`src/rtl/div_unit_if.sv`:
```
`default_nettype none
// ============================================================================
// Module   : div_unit_if
// Purpose  : Request/result bundle between the execute stage and div_unit.
// Revision : 1.0  initial release
// ============================================================================
interface div_unit_if #(
    parameter int DATA_W = 32
);
    logic                  signed_div_i;
    logic [DATA_W-1:0]     opdata1_i;
    logic [DATA_W-1:0]     opdata2_i;
    logic                  start_i;
    logic                  annul_i;
    logic [2*DATA_W-1:0]   result_o;
    logic                  ready_o;

    // Execute-stage side
    modport master (
        output signed_div_i, opdata1_i, opdata2_i, start_i, annul_i,
        input  result_o, ready_o
    );

    // Divider side
    modport slave (
        input  signed_div_i, opdata1_i, opdata2_i, start_i, annul_i,
        output result_o, ready_o
    );
endinterface
`default_nettype wire

```
`src/rtl/div_unit.sv`:
```
`default_nettype none
// ============================================================================
// Module   : div_unit
// Purpose  : Multi-cycle restoring radix-2 divider; result = {remainder, quotient}.
// Revision : 1.0  initial release
// ============================================================================
module div_unit #(
    parameter int DATA_W = 32
) (
    input  wire logic   clk,
    input  wire logic   rst,
    div_unit_if.slave   bus
);

    localparam int                  c_CNT_W    = $clog2(DATA_W + 1);
    localparam logic [c_CNT_W-1:0]  c_CNT_LAST = c_CNT_W'(DATA_W);
    localparam logic [c_CNT_W-1:0]  c_CNT_ONE  = c_CNT_W'(1);

    typedef enum logic [1:0] {
        S_FREE   = 2'd0,
        S_BYZERO = 2'd1,
        S_ON     = 2'd2,
        S_END    = 2'd3
    } state_t;

    state_t                 r_state;
    state_t                 w_state_nxt;
    logic [c_CNT_W-1:0]     r_cnt;
    logic [c_CNT_W-1:0]     w_cnt_nxt;
    logic [DATA_W-1:0]      r_dividend;
    logic [DATA_W-1:0]      w_dividend_nxt;
    logic [DATA_W-1:0]      r_divisor;
    logic [DATA_W-1:0]      w_divisor_nxt;
    logic [DATA_W-1:0]      r_partial;
    logic [DATA_W-1:0]      w_partial_nxt;
    logic [DATA_W-1:0]      r_quot;
    logic [DATA_W-1:0]      w_quot_nxt;
    logic                   r_signed;
    logic                   w_signed_nxt;
    logic                   r_sign1;
    logic                   w_sign1_nxt;
    logic                   r_sign2;
    logic                   w_sign2_nxt;
    logic [2*DATA_W-1:0]    r_result;
    logic [2*DATA_W-1:0]    w_result_nxt;
    logic                   r_ready;
    logic                   w_ready_nxt;

    logic [DATA_W-1:0]      w_abs1;
    logic [DATA_W-1:0]      w_abs2;
    logic [DATA_W:0]        w_shifted;
    logic                   w_fits;
    logic [DATA_W-1:0]      w_diff;
    logic [DATA_W-1:0]      w_quot_fix;
    logic [DATA_W-1:0]      w_rem_fix;

    // Magnitudes of the incoming operands for signed requests
    assign w_abs1 = (bus.signed_div_i && bus.opdata1_i[DATA_W-1]) ? (-bus.opdata1_i)
                                                                  : bus.opdata1_i;
    assign w_abs2 = (bus.signed_div_i && bus.opdata2_i[DATA_W-1]) ? (-bus.opdata2_i)
                                                                  : bus.opdata2_i;

    // The restored partial remainder is always below the divisor, so it fits
    // in DATA_W bits; only the shifted trial value needs the extra bit.
    assign w_shifted = {r_partial, r_dividend[DATA_W-1]};
    assign w_fits    = (w_shifted >= {1'b0, r_divisor});
    // When the trial fits, the true difference is below the divisor, so the
    // low DATA_W bits of the subtraction are exact.
    assign w_diff    = w_shifted[DATA_W-1:0] - r_divisor;

    // Quotient takes the XOR of operand signs, remainder the dividend's sign
    assign w_quot_fix = (r_signed && (r_sign1 ^ r_sign2)) ? (-r_quot) : r_quot;
    assign w_rem_fix  = (r_signed && r_sign1) ? (-r_partial) : r_partial;

    always_ff @(posedge clk) begin
        if (rst) begin
            r_state    <= S_FREE;
            r_cnt      <= '0;
            r_dividend <= '0;
            r_divisor  <= '0;
            r_partial  <= '0;
            r_quot     <= '0;
            r_signed   <= 1'b0;
            r_sign1    <= 1'b0;
            r_sign2    <= 1'b0;
            r_result   <= '0;
            r_ready    <= 1'b0;
        end else begin
            r_state    <= w_state_nxt;
            r_cnt      <= w_cnt_nxt;
            r_dividend <= w_dividend_nxt;
            r_divisor  <= w_divisor_nxt;
            r_partial  <= w_partial_nxt;
            r_quot     <= w_quot_nxt;
            r_signed   <= w_signed_nxt;
            r_sign1    <= w_sign1_nxt;
            r_sign2    <= w_sign2_nxt;
            r_result   <= w_result_nxt;
            r_ready    <= w_ready_nxt;
        end
    end

    always_comb begin
        w_state_nxt    = r_state;
        w_cnt_nxt      = r_cnt;
        w_dividend_nxt = r_dividend;
        w_divisor_nxt  = r_divisor;
        w_partial_nxt  = r_partial;
        w_quot_nxt     = r_quot;
        w_signed_nxt   = r_signed;
        w_sign1_nxt    = r_sign1;
        w_sign2_nxt    = r_sign2;
        w_result_nxt   = r_result;
        w_ready_nxt    = r_ready;

        case (r_state)
            S_FREE: begin
                w_ready_nxt  = 1'b0;
                w_result_nxt = '0;
                if (bus.start_i && !bus.annul_i) begin
                    if (bus.opdata2_i == '0) begin
                        w_state_nxt = S_BYZERO;
                    end else begin
                        w_state_nxt    = S_ON;
                        w_cnt_nxt      = '0;
                        w_dividend_nxt = w_abs1;
                        w_divisor_nxt  = w_abs2;
                        w_partial_nxt  = '0;
                        w_quot_nxt     = '0;
                        w_signed_nxt   = bus.signed_div_i;
                        w_sign1_nxt    = bus.opdata1_i[DATA_W-1];
                        w_sign2_nxt    = bus.opdata2_i[DATA_W-1];
                    end
                end
            end

            S_BYZERO: begin
                w_state_nxt  = S_END;
                w_result_nxt = '0;
                w_ready_nxt  = 1'b1;
            end

            S_ON: begin
                if (bus.annul_i) begin
                    w_state_nxt  = S_FREE;
                    w_cnt_nxt    = '0;
                    w_ready_nxt  = 1'b0;
                    w_result_nxt = '0;
                end else if (r_cnt == c_CNT_LAST) begin
                    w_state_nxt  = S_END;
                    w_result_nxt = {w_rem_fix, w_quot_fix};
                    w_ready_nxt  = 1'b1;
                end else begin
                    w_partial_nxt  = w_fits ? w_diff : w_shifted[DATA_W-1:0];
                    w_quot_nxt     = {r_quot[DATA_W-2:0], w_fits};
                    w_dividend_nxt = {r_dividend[DATA_W-2:0], 1'b0};
                    w_cnt_nxt      = r_cnt + c_CNT_ONE;
                end
            end

            S_END: begin
                if (!bus.start_i) begin
                    w_state_nxt  = S_FREE;
                    w_ready_nxt  = 1'b0;
                    w_result_nxt = '0;
                end else begin
                    w_ready_nxt  = 1'b1;
                end
            end

            default: begin
                w_state_nxt  = S_FREE;
                w_ready_nxt  = 1'b0;
                w_result_nxt = '0;
            end
        endcase
    end

    assign bus.result_o = r_result;
    assign bus.ready_o  = r_ready;

endmodule
`default_nettype wire

```
`src/flat_wrapper.sv`:
```
// flat-port wrapper written by rule: the top's interface ports become plain ports
module div_unit_flat 
#(
    parameter int DATA_W = 32
)
  (clk, rst, bus_signed_div_i, bus_opdata1_i, bus_opdata2_i, bus_start_i, bus_annul_i, bus_result_o, bus_ready_o);
  div_unit_if #(.DATA_W(DATA_W)) bus_i ();
  input  wire logic clk;
  input  wire logic rst;
  input wire logic [$bits(bus_i.signed_div_i)-1:0] bus_signed_div_i;
  input wire logic [$bits(bus_i.opdata1_i)-1:0] bus_opdata1_i;
  input wire logic [$bits(bus_i.opdata2_i)-1:0] bus_opdata2_i;
  input wire logic [$bits(bus_i.start_i)-1:0] bus_start_i;
  input wire logic [$bits(bus_i.annul_i)-1:0] bus_annul_i;
  output wire logic [$bits(bus_i.result_o)-1:0] bus_result_o;
  output wire logic [$bits(bus_i.ready_o)-1:0] bus_ready_o;
  assign bus_i.signed_div_i = bus_signed_div_i;
  assign bus_i.opdata1_i = bus_opdata1_i;
  assign bus_i.opdata2_i = bus_opdata2_i;
  assign bus_i.start_i = bus_start_i;
  assign bus_i.annul_i = bus_annul_i;
  assign bus_result_o = bus_i.result_o;
  assign bus_ready_o = bus_i.ready_o;
  div_unit #(.DATA_W(DATA_W)) u_core (.clk(clk), .rst(rst), .bus(bus_i));
endmodule
```
`config.mk`:
```
export PLATFORM = sky130hd
export DESIGN_NAME = div_unit_flat
export DESIGN_NICKNAME = d
export VERILOG_FILES = /design/src/rtl/div_unit_if.sv /design/src/rtl/div_unit.sv /design/src/flat_wrapper.sv
export SDC_FILE = /design/constraint.sdc
export NUM_CORES = 1
export LEC_CHECK = 0
export ABC_AREA = 1
export BUFFER_PORTS_ARGS = -buffer_cell sky130_fd_sc_hd__buf_2
export CAP_MARGIN = 40
export CORE_ASPECT_RATIO = 1.25
export CORE_MARGIN = 4
export CORE_UTILIZATION = 50
export DETAILED_ROUTE_END_ITERATION = 8
export GPL_TIMING_DRIVEN = 0
export PLACE_DENSITY_LB_ADDON = 0.2
export SYNTH_ARGS = -nofsm -noshare
export SYNTH_HDL_FRONTEND = slang
export SYNTH_SLANG_ARGS = --single-unit
```
`constraint.sdc`:
```
create_clock -name clk -period 1.91 [get_ports clk]
set_input_delay 0.0955 -clock clk [delete_from_list [all_inputs] [get_ports clk]]
set_output_delay 0.0955 -clock clk [all_outputs]
set_load 0.1 [all_outputs]
```
==> impl_metrics.env <==
export IMPL_syn_nets=2528
export IMPL_fp_dieArea_mm2=0.0316
export IMPL_grt_max_degree=14
export IMPL_post_route_drc_count=0
export IMPL_timing_hold_ws_ns=0.0106
export IMPL_ys_ff_latch=204
export IMPL_cts_buffers=21
export IMPL_track_usage_pct=30.3
export IMPL_htree_levels=1
export IMPL_worstMarginPinSlew_ns=0.854
export IMPL_yosysTopAreaCellShare_pct=28.3
export IMPL_drv_cap=0
export IMPL_wl_per_cell_um=16.9
export IMPL_critPathRequiredTime_ns=2.27
export IMPL_finalPower_mw=12.7
export IMPL_startpoint_type="flop"
export IMPL_cts_clk_slew_worst_paths_ns=0.06
export IMPL_setup_ws_ns=-0.180
export IMPL_avgSynthCellArea_um2=5.95
export IMPL_setup_violations=35
export IMPL_diodes=0
export IMPL_dp_hpwl_um=38600
export IMPL_gp_congestion=0.994
export IMPL_post_route_min_period_ns=2.09
export IMPL_wl_um=51600
export IMPL_fp_dieW_um=160
export IMPL_hold_viol=0
export IMPL_cts_tree="yes"
export IMPL_netlist_instances=2420
export IMPL_cts_buffer_depth=3
export IMPL_clock_root_buffer="clkbuf_16"
export IMPL_violations="negative setup slack"
export IMPL_min_path_type="primary input to flop"
export IMPL_end_kind="flop"
export IMPL_placementRows=69
export IMPL_synth_most_common_cell="nand2_1"
export IMPL_coreArea_mm2=0.0284
export IMPL_power_density_mw_per_mm2=674
export IMPL_synth_area_mm2=0.0144
export IMPL_slew_headroom_pct=43.1
export IMPL_yosysTopAreaCell="dfxtp_1"
export IMPL_peakVddDrop_mv=0.520
export IMPL_grt_pass1_wl_um=78200
export IMPL_rsz0062_at_grt="yes"
export IMPL_grt_pass1_vias=15317
export IMPL_drtAntennaViolNets=0
export IMPL_synthTopCellsByCount="nand2_1, inv_1, nor2_1"
export IMPL_crit_type="flop to flop"
export IMPL_synth_edff_count=0
export IMPL_final_nets=2789
export IMPL_fmax_ghz=0.478
export IMPL_first_pass_iters=8
export IMPL_grt_overflow=0
export IMPL_status="complete, but fails checks"
export IMPL_die_y_um=198
export IMPL_p_leak_nw=8.89
export IMPL_async_flop_share_pct=0
export IMPL_clock_sinks=204
export IMPL_finClkSkew_ns=0.0220
export IMPL_initial_core_util_pct=50.7
export IMPL_path_max_fanout=7
export IMPL_yosysSeqAreaShare_pct=28.3
export IMPL_drt_iter0_drc=1191
export IMPL_yosysWarnings=0
export IMPL_io_pin_count=134
export IMPL_arrival_ns=2.45
export IMPL_synth_top_cells_by_area="dfxtp_1, nand2_1, inv_1"
export IMPL_via_count=16621
export IMPL_place_ws_ns=-0.558
export IMPL_post_route_period_util_pct=109
export IMPL_drive_gt1_share_pct=26.7
export IMPL_drv_slew=0
export IMPL_synthFlopType="dfxtp_1"
export IMPL_numPortBuffers=132
export IMPL_vias_per_cell=5.45
export IMPL_antenna_found_initial=2
export IMPL_synth_distinct_cells=51
export IMPL_areaGrowthSynthToFinish_pct=31.0
export IMPL_clk_latency_ns=0.52
[metal layers]
layer	GRT usage [%]	routed length (µm)
met1	37.2	20900
met5	0	26
met3	3.77	3400
met2	53.4	24700
met4	13.2	2570
[path summary, 6_finish.rpt]
check / from / endpoint / slack (ns) / depth (start not counted)
setup / recovery: u_core.r_divisor[22] / u_core.r_partial[30] / -0.18 / 12
hold / removal: bus_opdata1_i[12] / u_core.r_dividend[12] / 0.01 / 5
setup reg to reg: u_core.r_divisor[22] / u_core.r_partial[30] / -0.18 / 12
hold reg to reg: u_core.bus.result_o[3] / u_core.bus.result_o[3] / 0.46 / 2
[sequential cells by signal (all words and copies together), names as in the netlist]
register and count:
u_core.r_sign2 1, u_core.r_quot 32, u_core.r_signed 1, u_core.r_divisor 32, u_core.r_state 2, u_core.r_dividend 32, u_core.r_cnt 6, u_core.bus.result_o 64
u_core.bus.ready_o 1, u_core.r_partial 32, u_core.r_sign1 1
[layout make-up]
| cell class | count | area (µm²) |
|---|---|---|
| tap | 355 | 444 |
| timing repair buffer | 238 | 1670 |
| clock inverter | 5 | 81.3 |
| fill | 2611 | 9530 |
| multi-input combinational | 1796 | 10100 |
| inverter | 333 | 1280 |
| clock buffer | 31 | 603 |
| buffer | 87 | 537 |
| sequential | 204 | 4200 |
[worst max-delay path, stage by stage (launching register included)]
cell and delay (ns):
dfxtp_1 0.35, inv_2 0.08, ha_4 0.30, nand2_2 0.09
nor2_4 0.13, inv_2 0.07, nor3_4 0.24, nand2_4 0.13
nand2_8 0.14, buf_8 0.16, nand3_2 0.11, nand2_2 0.09
a21oi_2 0.04
[through the flow]
step	TNS (ns)	cell area, µm²	util (%)	cells
2_1_floorplan	0	14400	-	2420
4_1_cts	-4.08	17800	62.6	3009
3_3_place_gp	-37.15	15500	54.6	2907
3_5_place_dp	-41.19	15500	54.6	2907
6_report	-4.34	18900	66.5	3049
5_1_grt	-7.36	18900	66.5	3049
[logic make-up (layout without fill, tap and decap cells)]
| logic type | Yosys count | in the layout | share of synthesized area, % |
|---|---|---|---|
| AOI/OAI and AO/OA | 401 | 401 | 15.3 |
| xor gates and xnor gates | 38 | 38 | 2.31 |
| adders and majority gates | 39 | 39 | 3.44 |
| buffers and inverters | 420 | 694 | 11.8 |
| DFF | 204 | 204 | 28.3 |
| and+or+nand+nor | 1318 | 1318 | 38.7 |
[timing repair]
item / CTS / global route
hold buffers: 25 / 0
buffers inserted: 39 / 36
endpoints found under the hold margin: 26 / 0
resized for setup: 249 / 235
pin swaps: 50 / 95
setup endpoints to repair: 162 / 181
cloned: 2 / 4
[report_power, final]
group | internal, mW | switching (mW)
combinational | 1.49 | 2.49
clock | 2.45 | 1.74
sequential | 4.43 | 0.123
[cell usage in the layout, fill, tap and decap left out, drive strengths merged, types with 4 or more instances in the layout]
cell type    instances
buf                252
nand2              756
nor3                19
xnor2               19
nand3              214
nand3b               7
a21oi              233
or2                  6
o211ai               6
dfxtp              204
a21o                 8
xor2                19
ha                  38
nand4               34
nor2               275
inv                332
a211oi               4
dlygate4sd3         25
clkbuf              79
o21ai              139
and2                 4
Power figures use the tool's default switching activity.
